[src/rtl/alu.sv]
// Two-operand add/subtract unit for the CORDIC vectoring datapath.
// The result is registered, so the unit has a fixed one-cycle latency.
// Subtraction is computed as A + ~B + 1 so that one adder serves both operations.
// Optional build macro: ALU_FLAGS_EN adds the registered zero, negative,
// carry/borrow and signed-overflow flags.
module alu #(
   parameter int WORD_LENGTH = 16
) (
   input  logic                   clk,
   input  logic                   rst_n,
   input  logic                   in_valid,
   input  logic                   ALU_operation,
   input  logic [WORD_LENGTH-1:0] A,
   input  logic [WORD_LENGTH-1:0] B,
   output logic [WORD_LENGTH-1:0] AlU_out,
   output logic                   out_valid
`ifdef ALU_FLAGS_EN
   ,
   output logic                   flag_z,
   output logic                   flag_n,
   output logic                   flag_c,
   output logic                   flag_v
`endif
);

   localparam int MSB = WORD_LENGTH - 1;

   logic [WORD_LENGTH-1:0] b_eff;
   logic [WORD_LENGTH-1:0] result;

   // Subtract inverts B here; the +1 enters as the adder carry-in below.
   assign b_eff = ALU_operation ? ~B : B;

`ifdef ALU_FLAGS_EN
   logic [WORD_LENGTH:0] sum_ext;
   logic                 carry_out;
   logic                 z_next;
   logic                 n_next;
   logic                 c_next;
   logic                 v_next;

   // One extra bit on the adder to expose the carry out.
   assign sum_ext   = {1'b0, A} + {1'b0, b_eff} + {{WORD_LENGTH{1'b0}}, ALU_operation};
   assign result    = sum_ext[MSB:0];
   assign carry_out = sum_ext[WORD_LENGTH];

   // Flag values derived from the combinational result.
   // For subtract, A + ~B + 1 carries out exactly when A >= B (unsigned), so
   // the borrow is the inverted carry. Overflow uses the effective second
   // operand, which covers both operations with one rule.
   always_comb begin
      z_next = (result == '0);
      n_next = result[MSB];
      c_next = carry_out ^ ALU_operation;
      v_next = (A[MSB] == b_eff[MSB]) && (result[MSB] != A[MSB]);
   end

   // Flags are registered alongside the result, with the same hold and reset behaviour.
   always_ff @(posedge clk or negedge rst_n) begin
      if (!rst_n) begin
         flag_z <= 1'b0;
         flag_n <= 1'b0;
         flag_c <= 1'b0;
         flag_v <= 1'b0;
      end else if (in_valid) begin
         flag_z <= z_next;
         flag_n <= n_next;
         flag_c <= c_next;
         flag_v <= v_next;
      end
   end
`else
   // Without flags the carry out is not needed, so the adder is word-wide only.
   assign result = A + b_eff + {{(WORD_LENGTH-1){1'b0}}, ALU_operation};
`endif

   // Result register: it loads on a valid operation and otherwise holds its value.
   always_ff @(posedge clk or negedge rst_n) begin
      if (!rst_n) begin
         AlU_out <= '0;
      end else if (in_valid) begin
         AlU_out <= result;
      end
   end

   // out_valid pulses for exactly the cycle after each accepted operation.
   always_ff @(posedge clk or negedge rst_n) begin
      if (!rst_n) begin
         out_valid <= 1'b0;
      end else begin
         out_valid <= in_valid;
      end
   end

endmodule

[config.mk]
export PLATFORM = sky130hd
export DESIGN_NAME = alu
export DESIGN_NICKNAME = d
export VERILOG_FILES = /design/src/rtl/alu.sv
export SDC_FILE = /design/constraint.sdc
export NUM_CORES = 1
export LEC_CHECK = 0
export BUFFER_PORTS_ARGS = -buffer_cell sky130_fd_sc_hd__buf_2
export CAP_MARGIN = 25
export CORE_UTILIZATION = 23
export CTS_CLUSTER_SIZE = 14
export DETAILED_ROUTE_END_ITERATION = 12
export GPL_ROUTABILITY_DRIVEN = 1
export PLACE_DENSITY = 0.48
export SYNTH_ARGS = -nofsm -noshare
export SYNTH_HDL_FRONTEND = slang
export SYNTH_SLANG_ARGS = --single-unit
[constraint.sdc]
create_clock -name clk -period 1.4 [get_ports clk]
set_input_delay 0.21 -clock clk [delete_from_list [all_inputs] [get_ports clk]]
set_output_delay 0.21 -clock clk [all_outputs]
set_load 0.01 [all_outputs]
==> impl_summary.txt, run 1 <==
----------------------------------------------------
[Synth]
  Number of synthesized flops with an enable pin ... 0
  Nets in the synthesized netlist ... 197
  Syn. warnings ... 0
  Part of the Yosys area used for sequential elements ... 29.2%
  Seq cells post-synth ... 17
  Primary FF master, synth ... dfrtp_1
  Number of standard cells after synthesis ... 145
  Synthesized area ... 0.00146 mm2
  Post-synthesis cell type count ... 36
  Avg Cell Area, Syn ... 10.0 um2
  Share of synthesized registers carrying an async set or reset ... 100%

[Power and ir drop]
  Clock Power Share ... 14.0%
  Cell-internal power ... 1.70 mW
  Fraction of power spent switching nets ... 34.1%
  Worst VDD drop ... 0.599 mV
  Total Power Consumption ... 2.58 mW
  Static Leakage ... 1.22 nW
  Share of power burned in combinational logic ... 57.4%
  Power share of the sequential group ... 28.5%
  Total power divided by cell area ... 1050 mW/mm2
  Switching power total ... 0.880 mW

[STA]
  Final setup skew ... 0 ns
  Minimum period implied by the final worst setup slack ... 1.98 ns
  Fmax achieved ... 504 MHz
  Final hold violation count ... 0
  Setup Viol. Count Final ... 13
  Transition time at the pin with the least slew margin ... 0.401 ns
  Final-report max-slew violation count ... 0
  Final clock period utilization by the worst path ... 142%
  Final worst-path setup slack ... -0.584 ns
  RSZ-0062 raised after global routing ... true
  Headroom to the max-slew limit ... 73.3%

[Placement]
  Buffers on Ports ... 52
  Post-DP Area ... 0.00212 mm2
  Post-placement setup slack ... -1.03 ns
  Final Wtd Congestion ... 0.798
  Detailed Place HPWL ... 3.06 mm

[Clock network]
  H-tree levels ... 1
  CTS tree ... built
  Root buf cell ... clkbuf_8
  Later-pin clock latency in the skew report ... 0.25 ns
  Clock transition at the registers of the reported paths ... 0.06 ns
  CTS Sinks ... 17
  Total clock buffers created by CTS ... 3
  Longest Clk Path Bufs ... 2

[Cells and area]
  Commonest non-fill, non-tap cell in the layout ... buf_2
  Highest-count cells in the layout ignoring fill and taps ... buf_2, buf_4, dfrtp_1, xor2_1, ha_1
  Ant. Diodes ... 0
  Area growth from synthesis to layout ... 68.0%
  Total non-filler cell area in the finished layout ... 0.00245 mm2
  Fin util ... 40.6%
  Post-layout net count ... 300
  Fraction of final layout cells with drive strength greater than 1 ... 57.1%

[Detailed routing]
  First-pass iteration count of the detailed router ... 2
  WL per Instance ... 12.1 um
  Post-route DRC violation count ... 0
  DRC violation total after the first TritonRoute iteration ... 27
  Total number of vias ... 1420
  Vias per inst ... 4.41
  Final ANT Viol Nets ... 0
  Overall routed net length ... 3.89 mm

[Outcome]
  Status ... finished with violations
  Violations in the final reports ... negative setup slack

[Critical path]
  Crit start category ... input port
  Kind of critical path ... in -> reg
  Endpoint type of the worst setup path ... register
  Req. time, crit path ... 1.54 ns
  Arr. time, crit path ... 2.12 ns
  CP Max Fanout ... 6

[Floorplanning]
  Width of the chip ... 81.6 um
  Effective utilization at floorplan ... 24.2%
  Placement Rows ... 28
  Die outline area ... 0.00665 mm2
  Die Y ... 81.6 um
  Area inside the core boundary ... 0.00603 mm2
  I/O pins ... 53

[Global route]
  Initial antenna violation count ... 0
  Overflow left after global routing ... 0
  Pin count of the biggest net entering global routing ... 25
  Via count of the first global-routing pass ... 1360
  Overall Global Routing Usage ... 12.6%
  First-pass GRT wire length ... 6.33 mm

[Min path]
  Hold/Removal Path Class ... in -> reg

[Job]
  Max-capacitance violation count ... 0

----------------------------------------------------
[worst paths after layout]
path	startpoint	to	slack (ns)	cells past startpoint
max in group asynchronous	rst_n	AlU_out[13]$_DFFE_PN0P_	0.70	2
min in group asynchronous	rst_n	AlU_out[8]$_DFFE_PN0P_	0.42	2
hold / removal	in_valid	out_valid$_DFF_PN0_	0.29	2
setup reg to reg	AlU_out[11]$_DFFE_PN0P_	AlU_out[11]$_DFFE_PN0P_	0.62	1
hold reg to reg	AlU_out[10]$_DFFE_PN0P_	AlU_out[10]$_DFFE_PN0P_	0.51	1
setup / recovery	ALU_operation	AlU_out[14]$_DFFE_PN0P_	-0.58	9
[through the flow]
step	TNS, ns	instances	hold WS, ns
final	-5.61	322	0.294
after global routing	-6.50	322	0.297
after CTS	-5.40	315	0.290
after detailed placement	-10.92	304	0.164
after global placement	-10.73	304	0.162
after floorplan	-9.45	145	-0.0856
[kinds of logic after synthesis]
group	synth area share, %
simple gates	6.87
flops	29.2
xor+xnor	17.4
compound gates	19.1
fa+ha+maj	14.3
buf+inv	2.84
mux	10.3
[area by class of cell]
cell class	instances	area, um2
Multi-Input combinational cell	119	1150
Tap cell	75	93.8
Inverter	5	18.8
Fill cell	628	3580
Clock buffer	4	45.0
Timing Repair Buffer	102	718
Sequential cell	17	425
[critical path: stages]
cell and delay (ns):
buf_12 0.12, mux2_4 0.28, fa_2 0.35, a21o_1 0.19
a221oi_2 0.29, o2bb2ai_2 0.17, o31ai_1 0.10, xor2_1 0.15
mux2_4 0.26
[cell usage after synthesis, types with 2 or more instances]
library cell	n	area [um2]
nand3_1	2	10.0
o21a_1	2	15.0
inv_1	5	18.8
dfrtp_1	17	425
o211ai_1	2	15.0
xnor2_1	9	78.8
clkbuf_1	2	7.51
nor2_1	5	18.8
a21o_1	5	37.5
o21ai_0	5	25.0
nor3_1	2	10.0
xor2_1	20	175
nand2_1	6	22.5
mux2_2	12	135
a21oi_1	14	70.1
and3_1	2	12.5
o21bai_1	2	15.0
ha_1	15	188
[power by group through the flow]
stage / logic (mW) / registers (mW) / clock network, mW
after CTS: 1.42 / 0.739 / 0.379
after detailed placement: 1.23 / 0.741 / 0
after global routing: 1.62 / 0.755 / 0.399
after global placement: 1.22 / 0.744 / 0
final: 1.48 / 0.736 / 0.362
after floorplan: 0.626 / 0.805 / 0
[flip-flops by register name, summed over array words and instances, names as in the netlist]
register	flops
out_valid	1
AlU_out	16
[repair_timing]
action / CTS / global route
pin swaps: 19 / 8
buffers inserted: 6 / 8
hold endpoints to repair: 17 / 0
hold buffers: 1 / 0
setup endpoints to repair: 13 / 13
cloned: 0 / 0
gates resized for setup: 35 / 8
[metal layers]
layer	track usage (%)	up-vias	part of all wire [%]
met3	3.33	2	4.7
met4	1.58	0	0.39
li1	-	727	-
met2	20.6	31	48
met1	16.9	660	47
met5	0	-	0
Power figures use the tool's default switching activity.
==> run 2, diff against run 1 <==
--- a/config.mk
+++ b/config.mk
@@ -7,11 +7,12 @@
 export LEC_CHECK = 0
 export BUFFER_PORTS_ARGS = -buffer_cell sky130_fd_sc_hd__buf_2
 export CAP_MARGIN = 25
-export CORE_UTILIZATION = 23
+export CORE_UTILIZATION = 25
+export CTS_CLUSTER_DIAMETER = 60
 export CTS_CLUSTER_SIZE = 14
 export DETAILED_ROUTE_END_ITERATION = 12
 export GPL_ROUTABILITY_DRIVEN = 1
-export PLACE_DENSITY = 0.48
+export PLACE_DENSITY = 0.51
 export SYNTH_ARGS = -nofsm -noshare
 export SYNTH_HDL_FRONTEND = slang
 export SYNTH_SLANG_ARGS = --single-unit
==> run 2 against run 1 <==
The flow still finishes with violations (negative setup slack). Register-to-register slack hardly changed. Via count shrank 2.5%. Clock skew stayed put. Largest cell class unchanged. Count of clock-buffer cells in the layout unchanged. Utilization increased by 2.4 points. Sequential share of layout area rose by 0.35 points.
==> impl_summary.txt, run 2 (synthesis gave the netlist of run 1 again) <==
----------------------------------------------------
[Cells and area]
  Area of the multi-input gates ... 0.00114 mm2 (-0.33%)
  Area growth from synthesis to layout ... 64.7%
  Reg with most FFs ... AlU_out
  Fin util ... 43.0% (+2.4 points)
  Largest registers ... AlU_out (16), out_valid (1)
  Fraction of final layout cells with drive strength greater than 1 ... 55.4% (-1.7 points)
  Ant. Diodes ... 0 (unchanged)
  Highest-count cells in the layout ignoring fill and taps ... buf_2, buf_4, xor2_1
  Layout fillers ... 559 (-11%)
  Sequential cell area ... 425 um2 (unchanged)
  Commonest non-fill, non-tap cell in the layout ... buf_2
  Flip-flop count of the largest register, all copies and words added ... 16 (unchanged)
  Post-layout net count ... 295 (-1.7%)

[Outcome]
  Violations in the final reports ... negative setup slack
  Status ... finished with violations

[Global route]
  First-pass GRT wire length ... 6.29 mm (-0.66%)
  Overflow left after global routing ... 0 (unchanged)
  Via count of the first global-routing pass ... 1451 (+6.7%)
  Overall Global Routing Usage ... 12.9% (+0.30 points)
  Initial antenna violation count ... 0 (unchanged)
  Pin count of the biggest net entering global routing ... 25 (unchanged)

[Floorplanning]
  Placement Rows ... 27 (-3.6%)
  Die outline area ... 0.00613 mm2 (-7.8%)
  Die Y ... 78.3 um (-4.0%)
  I/O pins ... 53 (unchanged)
  Effective utilization at floorplan ... 26.1% (+2.0 points)
  Area inside the core boundary ... 0.00557 mm2 (-7.5%)
  Width of the chip ... 78.3 um (-4.0%)

[Detailed routing]
  Post-route DRC violation count ... 0 (unchanged)
  WL per Instance ... 11.7 um (-3.3%)
  DRC violation total after the first TritonRoute iteration ... 39 (+44%)
  Vias per inst ... 4.41 (about the same)
  First-pass iteration count of the detailed router ... 4 (+2)
  Overall routed net length ... 3.67 mm (-5.7%)
  Total number of vias ... 1385 (-2.5%)
  Final ANT Viol Nets ... 0 (unchanged)

[STA]
  Final clock period utilization by the worst path ... 141% (-0.23 points)
  Final worst-path setup slack ... -0.580 ns (+0.00323 ns)
  Final-report max-slew violation count ... 0 (unchanged)
  Minimum period implied by the final worst setup slack ... 1.98 ns (-0.00323 ns)
  Transition time at the pin with the least slew margin ... 0.402 ns (+0.00180 ns)
  RSZ-0062 raised after global routing ... true
  Final hold violation count ... 0 (unchanged)
  Final setup skew ... 0 ns (unchanged)
  Setup Viol. Count Final ... 13 (unchanged)
  Setup TNS ... -5.52 ns (+0.0916 ns)
  Headroom to the max-slew limit ... 73.2% (-0.12 points)
  Fmax achieved ... 505 MHz (+0.16%)

[Power and ir drop]
  Static Leakage ... 1.20 nW (-1.9%)
  Total Power Consumption ... 2.53 mW (-1.8%)
  Worst VDD drop ... 0.488 mV (-18%)
  Total power divided by cell area ... 1050 mW/mm2 (+0.18%)

[Critical path]
  Startpoint of the most critical register-to-register path ... AlU_out[11]$_DFFE_PN0P_
  Library cell contributing the largest single delay on the critical path ... fa_2
  CP Max Fanout ... 7 (+1)
  RR Endpoint ... AlU_out[11]$_DFFE_PN0P_
  Setup slack of the worst register-to-register path ... 0.62 ns (about the same)
  Kind of critical path ... in -> reg
  Crit start category ... input port
  Crit-path max cell delay ... 0.35 ns (about the same)
  Register-to-Register Path Depth ... 1 (unchanged)
  Crit-path cells ... buf_12, mux2_4, fa_2, a21o_1, a221oi_2, o2bb2ai_2, o21bai_1, xor2_1, mux2_4
  Endpoint type of the worst setup path ... register
  Top delay family on crit path ... compound AO/OA/AOI/OAI gates
  Req. time, crit path ... 1.53 ns (about the same)
  Buffers plus inverters on the worst setup path ... 1 (unchanged)
  Cell repeated most along the worst path ... mux2_4
  Arr. time, crit path ... 2.12 ns (about the same)

[Clock network]
  H-tree levels ... 1 (unchanged)
  Total clock buffers created by CTS ... 3 (unchanged)
  Later-pin clock latency in the skew report ... 0.25 ns (about the same)
  Longest Clk Path Bufs ... 2 (unchanged)
  Clock transition at the registers of the reported paths ... 0.06 ns (about the same)
  CTS tree ... built
  CTS Sinks ... 17 (unchanged)
  Root buf cell ... clkbuf_8

[Min path]
  Hold path start ... in_valid
  End point of the worst hold path ... out_valid$_DFF_PN0_
  Hold/Removal Path Class ... in -> reg
  Cell depth of the worst hold path ... 2 (unchanged)

[Placement]
  Post-placement setup slack ... -1.02 ns (+0.00469 ns)
  Final Wtd Congestion ... 0.837 (+4.8%)
  Detailed Place HPWL ... 2.91 mm (-4.9%)
  Buffers on Ports ... 52 (unchanged)

[Job]
  Max-capacitance violation count ... 0 (unchanged)

----------------------------------------------------
-- run 2: area by class of cell --
cell class / instances / share of cell area (%)
Inverter: 5 / 0.782
Sequential cell: 17 / 17.7
Multi-Input combinational cell: 119 / 47.6
Clock buffer: 4 / 1.88
Timing Repair Buffer: 97 / 28.2
Tap cell: 72 / 3.76
-- run 2: through the flow --
step / area, um2 / hold WS, ns / cells
floorplan: 1530 / -0.0856 / 145
global placement: 2130 / 0.157 / 302
detailed placement: 2130 / 0.167 / 302
CTS: 2360 / 0.286 / 314
global route: 2400 / 0.289 / 314
finish: 2400 / 0.293 / 314
-- run 2: routing by layer --
layer | share of wire [%] | global-route usage (%) | routed length [um]
met1 | 47 | 15.6 | 1720
met5 | 0 | 0 | 0
met4 | 0.41 | 2.22 | 15
met2 | 48 | 22.5 | 1760
met3 | 4.8 | 3.84 | 177
-- run 2: worst max-delay path by stage --
stage                   from                 endpoint  cells after the start
2_1_floorplan  ALU_operation  AlU_out[11]$_DFFE_PN0P_                     10
3_3_place_gp   ALU_operation  AlU_out[12]$_DFFE_PN0P_                      9
3_5_place_dp   ALU_operation  AlU_out[12]$_DFFE_PN0P_                      9
4_1_cts        ALU_operation  AlU_out[14]$_DFFE_PN0P_                      9
5_1_grt        ALU_operation  AlU_out[14]$_DFFE_PN0P_                      9
6_report       ALU_operation  AlU_out[10]$_DFFE_PN0P_                      9
-- run 2: power breakdown --
part           leakage, nW  internal, mW  switching (mW)
logic                0.979         0.812           0.619
clock network       0.0228         0.202           0.164
registers            0.198         0.647          0.0874
-- run 2: repair_timing --
item,4_1_cts,5_1_grt
setup endpoints to repair,13,13
resized for setup,32,14
endpoints found under the hold margin,17,0
pin swaps,15,19
cloned,0,0
hold buffers,1,0
buffers inserted,7,5
